[config.mk]
export PLATFORM = sky130hd
export DESIGN_NAME = demux_deser
export DESIGN_NICKNAME = d
export VERILOG_FILES = /design/src/rtl/demux_pkg.sv /design/src/rtl/demux_lane_dec.sv /design/src/rtl/demux_deser.sv
export SDC_FILE = /design/constraint.sdc
export NUM_CORES = 1
export LEC_CHECK = 0
export ABC_AREA = 1
export BUFFER_PORTS_ARGS = -buffer_cell sky130_fd_sc_hd__buf_2
export CAP_MARGIN = 20
export CORE_UTILIZATION = 38
export CTS_CLUSTER_DIAMETER = 60
export DETAILED_ROUTE_END_ITERATION = 8
export GPL_TIMING_DRIVEN = 0
export SETUP_SLACK_MARGIN = 0.05
export SLEW_MARGIN = 10
export SYNTH_ARGS = -nofsm -noshare
export SYNTH_HDL_FRONTEND = slang
export SYNTH_SLANG_ARGS = --single-unit
[constraint.sdc]
create_clock -name clk -period 3.9 [get_ports clk]
set_clock_uncertainty 0.1 [all_clocks]
set_input_delay 0 -clock clk [delete_from_list [all_inputs] [get_ports clk]]
set_output_delay 0 -clock clk [all_outputs]
set_load 0.05 [all_outputs]
[src/rtl/demux_pkg.sv]
// Shared types and defaults for the demux_deser serial-to-parallel lane demultiplexer.
package demux_pkg;

    typedef enum logic {
        COLLECT = 1'b0,
        HOLD    = 1'b1
    } state_t;

    localparam int DEMUX_N_DEFAULT = 8;

endpackage

[src/rtl/demux_lane_dec.sv]
// One-hot lane decoder: turns a lane index into per-lane write strobes, all zero unless accepting.
module demux_lane_dec
    import demux_pkg::*;
#(
    parameter int N     = DEMUX_N_DEFAULT,
    parameter int SEL_W = $clog2(N)
) (
    input  logic [SEL_W-1:0] i_lane,
    input  logic             i_accept,
    output logic [N-1:0]     o_onehot
);

    always_comb begin
        o_onehot = '0;
        if (i_accept) begin
            o_onehot[i_lane] = 1'b1;
        end
    end

endmodule

[src/rtl/demux_deser.sv]
// Sequential 1-to-N demultiplexer that collects one bit per lane and presents the lanes as a frame.
// Optional feature macro: DEMUX_DESER_PARITY_EN adds a registered out_parity port (^y of the frame).
module demux_deser
    import demux_pkg::*;
#(
    parameter int N     = DEMUX_N_DEFAULT,
    parameter int SEL_W = $clog2(N)
) (
    input  logic             clk,
    input  logic             rst,
    input  logic             in_valid,
    output logic             in_ready,
    input  logic             din,
    input  logic             auto_mode,
    input  logic [SEL_W-1:0] sel,
    output logic [N-1:0]     y,
    output logic             out_valid,
    input  logic             out_ready,
    output logic             o_dbg_state,
    output logic [N-1:0]     o_dbg_mask,
    output logic [SEL_W-1:0] o_dbg_ptr
`ifdef DEMUX_DESER_PARITY_EN
    ,
    output logic             out_parity
`endif
);

    // Handshakes: a bit transfers on an edge where in_valid & in_ready; a frame is
    // consumed on an edge where out_valid & out_ready. Both ready/valid depend only on state.

    state_t           r_state;
    state_t           w_state_next;
    logic [N-1:0]     r_y;
    logic [N-1:0]     r_mask;
    logic [SEL_W-1:0] r_ptr;

    logic             w_accept;
    logic             w_release;
    logic             w_complete;
    logic [SEL_W-1:0] w_lane;
    logic [N-1:0]     w_we;
    logic [N-1:0]     w_mask_next;
    logic [N-1:0]     w_y_next;

    assign in_ready  = (r_state == COLLECT);
    assign out_valid = (r_state == HOLD);
    assign w_accept  = in_valid & in_ready;
    assign w_release = out_valid & out_ready;
    assign w_lane    = auto_mode ? r_ptr : sel;

    demux_lane_dec #(
        .N     (N),
        .SEL_W (SEL_W)
    ) u_lane_dec (
        .i_lane   (w_lane),
        .i_accept (w_accept),
        .o_onehot (w_we)
    );

    assign w_mask_next = r_mask | w_we;
    assign w_y_next    = (r_y & ~w_we) | (w_we & {N{din}});
    // Completion needs a fresh accept: rewriting a lane on a full mask cannot happen in COLLECT.
    assign w_complete  = w_accept & (&w_mask_next);

    always_comb begin
        w_state_next = r_state;
        case (r_state)
            COLLECT: if (w_complete) w_state_next = HOLD;
            HOLD:    if (out_ready)  w_state_next = COLLECT;
            default: w_state_next = COLLECT;
        endcase
    end

    always_ff @(posedge clk) begin
        if (rst) begin
            r_state <= COLLECT;
            r_y     <= '0;
            r_mask  <= '0;
            r_ptr   <= '0;
        end else begin
            r_state <= w_state_next;
            if (w_accept) begin
                r_y    <= w_y_next;
                r_mask <= w_mask_next;
                if (auto_mode) begin
                    r_ptr <= r_ptr + SEL_W'(1);
                end
            end
            // y is deliberately left alone on release; it is only replaced lane by lane.
            if (w_release) begin
                r_mask <= '0;
                r_ptr  <= '0;
            end
        end
    end

`ifdef DEMUX_DESER_PARITY_EN
    logic r_parity;

    always_ff @(posedge clk) begin
        if (rst) begin
            r_parity <= 1'b0;
        end else if (w_complete) begin
            r_parity <= ^w_y_next;
        end
    end

    assign out_parity = r_parity;
`endif

    assign y           = r_y;
    assign o_dbg_state = r_state;
    assign o_dbg_mask  = r_mask;
    assign o_dbg_ptr   = r_ptr;

endmodule

Word-level counts from Yosys, hierarchy flattened
Index checks and enable logic that the tools add are counted.
{"block": "word_totals", "register_bits": 20, "in_bits": 9, "output_inout_bits": 22}
{"block": "classes", "addsub": 1, "order_cmp": 2, "n_mux": 7, "n_bitwise": 9, "reduce_logical": 4}
{"operator": "AND 8 bit", "n": 2}
{"operator": "OR 8 bit", "n": 2}
{"operator": "two-way mux 8 bit", "n": 1}
{"operator": "NOT 8 bit", "n": 1}
{"operator": "AND reduction 8 bit", "n": 1}
{"operator": "less-than comparator 3 x 4 -> 1 bit, second input constant", "n": 1}
{"operator": "adder 3 x 1 -> 3 bit, second input constant", "n": 1}
{"operator": "AND 1 bit", "n": 3}
{"operator": "demux 1 bit (select 3 bit)", "n": 1}
{"operator": ">= comparator 3 x 1 -> 1 bit, second input constant", "n": 1}
{"operator": "two-way mux 1 bit", "n": 3}
{"operator": "two-way mux 3 bit", "n": 1}
{"operator": "case mux 1 bit (2 select lines)", "n": 1}
{"operator": "AND reduction 2 bit", "n": 1}
{"operator": "OR reduction 2 bit", "n": 1}
{"operator": "logical AND 1 bit", "n": 1}
{"operator": "NOT 1 bit", "n": 1}

Depth between registers and ports, before layout
{"block": "depth", "ltp_word": 11, "depth_mapped": 11}

Cells and area by module
From an unflattened synthesis, not the netlist that was laid out.
{"block": "hier_totals", "cells_unflattened": 135, "area_unflattened_um2": 939.7}
{"mod": "demux_deser", "instances": 1, "cells_per_inst": 118, "area_per_inst_um2": 875.8, "seq_area_each_um2": 400.4}
{"mod": "demux_lane_dec", "instances": 1, "cells_per_inst": 17, "area_per_inst_um2": 63.8, "seq_area_each_um2": 0.0}

Least setup slack after synthesis
Ideal clock, no wire load.
{"block": "synth_path", "kind": "register -> register", "from": "reg r_state (netlist: o_dbg_state)", "to": "reg r_state (netlist: o_dbg_state)", "arrival_ns": 1.819, "t_required_ns": 3.685, "path_slack_ns": 1.867, "path_stages_with_launch": 10, "synth_period_minus_slack_ns": 2.033, "cell_sequence": "dfxtp_1 > inv_1 > nand2_2 > inv_1 > nand2_1 > nor2_1 > nor2_1 > nor2_1 > nand3_1 > a21oi_2"}
{"block": "synth_between", "elab_chain_cells": 8}
{"item": "start, declared", "line": "demux_deser.sv:31", "source": "state_t r_state;"}
{"item": "start signal, assigned", "line": "demux_deser.sv:81", "source": "r_state <= w_state_next;"}
{"item": "NOT 1 bit *"}
{"item": "net in_ready", "line": "demux_deser.sv:12", "source": "output logic in_ready,"}
{"item": "AND 1 bit", "line": "demux_deser.sv:47", "source": "assign w_accept = in_valid & in_ready;"}
{"item": "two-way mux 8 bit", "line": "demux_lane_dec.sv:15", "source": "if (i_accept) begin"}
{"item": "OR 8 bit", "line": "demux_deser.sv:60", "source": "assign w_mask_next = r_mask | w_we;"}
{"item": "AND reduction 8 bit", "line": "demux_deser.sv:63", "source": "assign w_complete = w_accept & (&w_mask_next);"}
{"item": "AND 1 bit", "line": "demux_deser.sv:63"}
{"item": "two-way mux 1 bit", "line": "demux_deser.sv:68", "source": "COLLECT: if (w_complete) w_state_next = HOLD;"}
{"item": "case mux 1 bit (2 select lines) *", "line": "demux_deser.sv:67", "source": "case (r_state)"}
Mark *: on every way through the listed nets, which the timed path passes. The rest lies on a longest branch.
A chain may end at the register's enable or synchronous reset.

Worst setup path in the final report
{"block": "layout_path", "from": "reg r_state (netlist: o_dbg_state)", "to": "reg r_state (netlist: o_dbg_state)"}
{"block": "layout_between", "elab_chain_cells": 8}
{"item": "NOT 1 bit"}
{"item": "AND 1 bit", "line": "demux_deser.sv:47"}
{"item": "two-way mux 8 bit", "line": "demux_lane_dec.sv:15"}
{"item": "OR 8 bit", "line": "demux_deser.sv:60"}
{"item": "AND reduction 8 bit", "line": "demux_deser.sv:63"}
{"item": "AND 1 bit", "line": "demux_deser.sv:63"}
{"item": "two-way mux 1 bit", "line": "demux_deser.sv:68"}
{"item": "case mux 1 bit (2 select lines) *", "line": "demux_deser.sv:67"}
Every way passes the cells marked *; elsewhere a longest branch is shown, timed or not.

==> results_dict.tcl <==
set metrics [dict create \
    status "completed" \
    wl_per_cell_um 10.5 \
    p_leak_nw 0.614 \
    power_switching_mw 0.149 \
    dieWidth_um 52.5 \
    yosysTopAreaCellShare_pct 41.3 \
    r2r_start "o_dbg_state" \
    grt_pass1_vias 831 \
    rsz0062_at_grt "false" \
    grt_pass1_wl_mm 3.66 \
    cts_tree "done" \
    syn_nets 145 \
    root_buffer "clkbuf_4" \
    grt_usage_pct 18.2 \
    timing.final.crit_share_pct 52.4 \
    final_layout_size_suffix_gt1_share_pct 29.1 \
    firstDrtPassIters 4 \
    fillers 227 \
    max-clock-path-buffers 2 \
    vdd_ir_drop_max_mv 0.229 \
    core_area_um2 2300 \
    synthTopCellsByArea "dfxtp_1, nand2_1, nor2_1" \
    endpoint_kind "flop" \
    area_growth_pct 28.2 \
    cp_slowest_stage_delay_ps 540 \
    path_buf_inv 3 \
    cp_common_cell "nor2_1" \
    rows 17 \
    cpLargestDelayFamily "buffers and inverters" \
    route.detailed.drc 0 \
    cts_buffers 3 \
    critPathArrivalTime_ps 2210 \
    vias 927 \
    nets 183 \
    clkSinkCount 20 \
    intPower_mw 0.345 \
    hold_class "primary input to flop" \
    setup_viol 0 \
    slew_violations 0 \
    maxCapViolations 0 \
    p_per_area_nw_per_um2 398 \
    die_h_um 52.5 \
    ys_seq_area_share_pct 41.3 \
    overflow 0 \
    drt_iter0_markers 12 \
    synth_warnings 0 \
    clkSlewWorstSetupHoldPaths_ps 130 \
    synth_area_um2 968 \
    port_buffers 29 \
    power_frac_seq_pct 44.1 \
    grt_antenna_before_repair 0 \
    critPathLaunch "o_dbg_state" \
    dieArea_um2 2750 \
    whs_ps 18.0 \
    path_max_fanout 4 \
    routed_wl_mm 2.10 \
    clockPowerShare_pct 35.5 \
    slowest_stage "dlygate4sd3_1" \
    clk_latency_ps 310 \
    fmax_mhz 489 \
    hold_viol 0 \
    grt_max_degree 13 \
    hpwl_mm 1.58 \
    swShare_pct 30.2 \
    pwr-share-comb_pct 20.4 \
    ios 31 \
    synth_cell_types 20 \
    n_antenna_cell 0 \
    cp_cell_sequence "inv_1 > nand2_2 > inv_1 > nand2_1 > nor2_1 > nor2_1 > nor2_1 > nand3_1 > a21oi_2 > dlygate4sd3_1" \
    slew_headroom_pct 65.7 \
    setup_tns_ps 0 \
    synthCells 135 \
    holdCritStartpoint "sel[1]" \
    avgSynthCellArea_um2 7.17 \
    worstSetupPathType "flop to flop" \
    yosysTopAreaCell "dfxtp_1" \
    ctsResizeCount 0 \
    synth-seq-cells 20 \
    critPathRequiredTime_ps 4070 \
    critPathLaunchType "flop" \
    ant_nets 0 \
    layout_min_cycle_time_ps 2040 \
    htreeDepth 1 \
    place_congestion 0.830 \
    worstMarginPinSlew_ps 514 \
    start_util_pct 42.2 \
    vias_per_cell 4.64 \
]
[cell type report]
type / count / area (um^2) / area share (%)
clock buffer: 3 / 22.5 / 1.81
multi-input combinational: 95 / 477 / 38.4
clock inverter: 1 / 30.0 / 2.42
timing repair buffer: 33 / 185 / 14.9
inverter: 17 / 68.8 / 5.54
sequential: 20 / 400 / 32.3
buffer: 3 / 22.5 / 1.81
tap: 28 / 35.0 / 2.82
[metrics by stage]
| step | utilization, % | instances | power, mW | area (um^2) | setup slack (ps) |
|---|---|---|---|---|---|
| 3_3_place_gp | 50.0 | 192 | 0.320 | 1150 | 2430 |
| 2_1_floorplan | - | 135 | 0.298 | 968 | 1870 |
| 3_5_place_dp | 50.0 | 192 | 0.321 | 1150 | 2420 |
| 6_report | 54.0 | 200 | 0.494 | 1240 | 1860 |
| 5_1_grt | 54.0 | 200 | 0.515 | 1240 | 1600 |
| 4_1_cts | 54.0 | 200 | 0.497 | 1240 | 1850 |
[repair_timing]
action	in CTS	in global routing
hold buffers	4	0
setup buffers	0	0
hold endpoints to repair	11	0
[cells in the mapped netlist, drive strengths merged]
cell	count
nand2	39
nor2	25
dfxtp	20
inv	17
a21oi	12
o21ai	9
nor3	4
buf	2
nand3	2
a211oi	1
clkbuf	1
ha	1
nor3b	1
o21bai	1
[worst min-delay path, delay by kind of cell]
family                 cells  cell delay [ps]
AOI/OAI and AO/OA          1               60
buffers and inverters      1               90
and+or+nand+nor            4              240
[cell usage in the layout (no fill, tap or decap)]
cell type,instances
a211oi_1,1
a21oi_1,11
a21oi_2,1
buf_2,29
buf_4,1
buf_6,1
bufinv_16,1
clkbuf_1,1
clkbuf_4,3
dfxtp_1,20
dlygate4sd3_1,4
ha_1,1
inv_1,16
inv_6,1
nand2_1,30
nand2_2,7
nand2_4,2
nand3_1,2
nor2_1,21
nor2_4,4
nor3_1,4
nor3b_1,1
o21ai_0,9
o21bai_1,1
[final timing paths]
path | to | slack, ps | depth (start not counted)
setup reg to reg | o_dbg_state | 1860 | 10
hold reg to reg | o_dbg_mask[2] | 380 | 2
hold / removal | o_dbg_mask[0] | 20 | 6
setup / recovery | o_dbg_state | 1860 | 10
[cells by family after synthesis]
kind of cell / synth area share, %
flip-flops: 41.3
AO/OA/AOI/OAI: 12.8
buffers and inverters: 9.43
adder cells (fa/ha/maj): 1.29
AND/OR/NAND/NOR: 35.1
[power by group through the flow]
stage / registers, mW / logic (mW) / clock network, mW
after floorplan: 0.254 / 0.0443 / 0
after global placement: 0.222 / 0.0975 / 0
after detailed placement: 0.222 / 0.0982 / 0
after CTS: 0.218 / 0.101 / 0.178
after global routing: 0.219 / 0.111 / 0.185
final: 0.218 / 0.101 / 0.176
[metal layers]
metal	wire length, um	global-route usage, %	vias to the layer above
met5	0	0	-
met2	910	27.4	21
li1	-	-	497
met3	84	2.61	5
met1	1070	25.3	404
met4	38	7.89	0
Power figures use the tool's default switching activity.
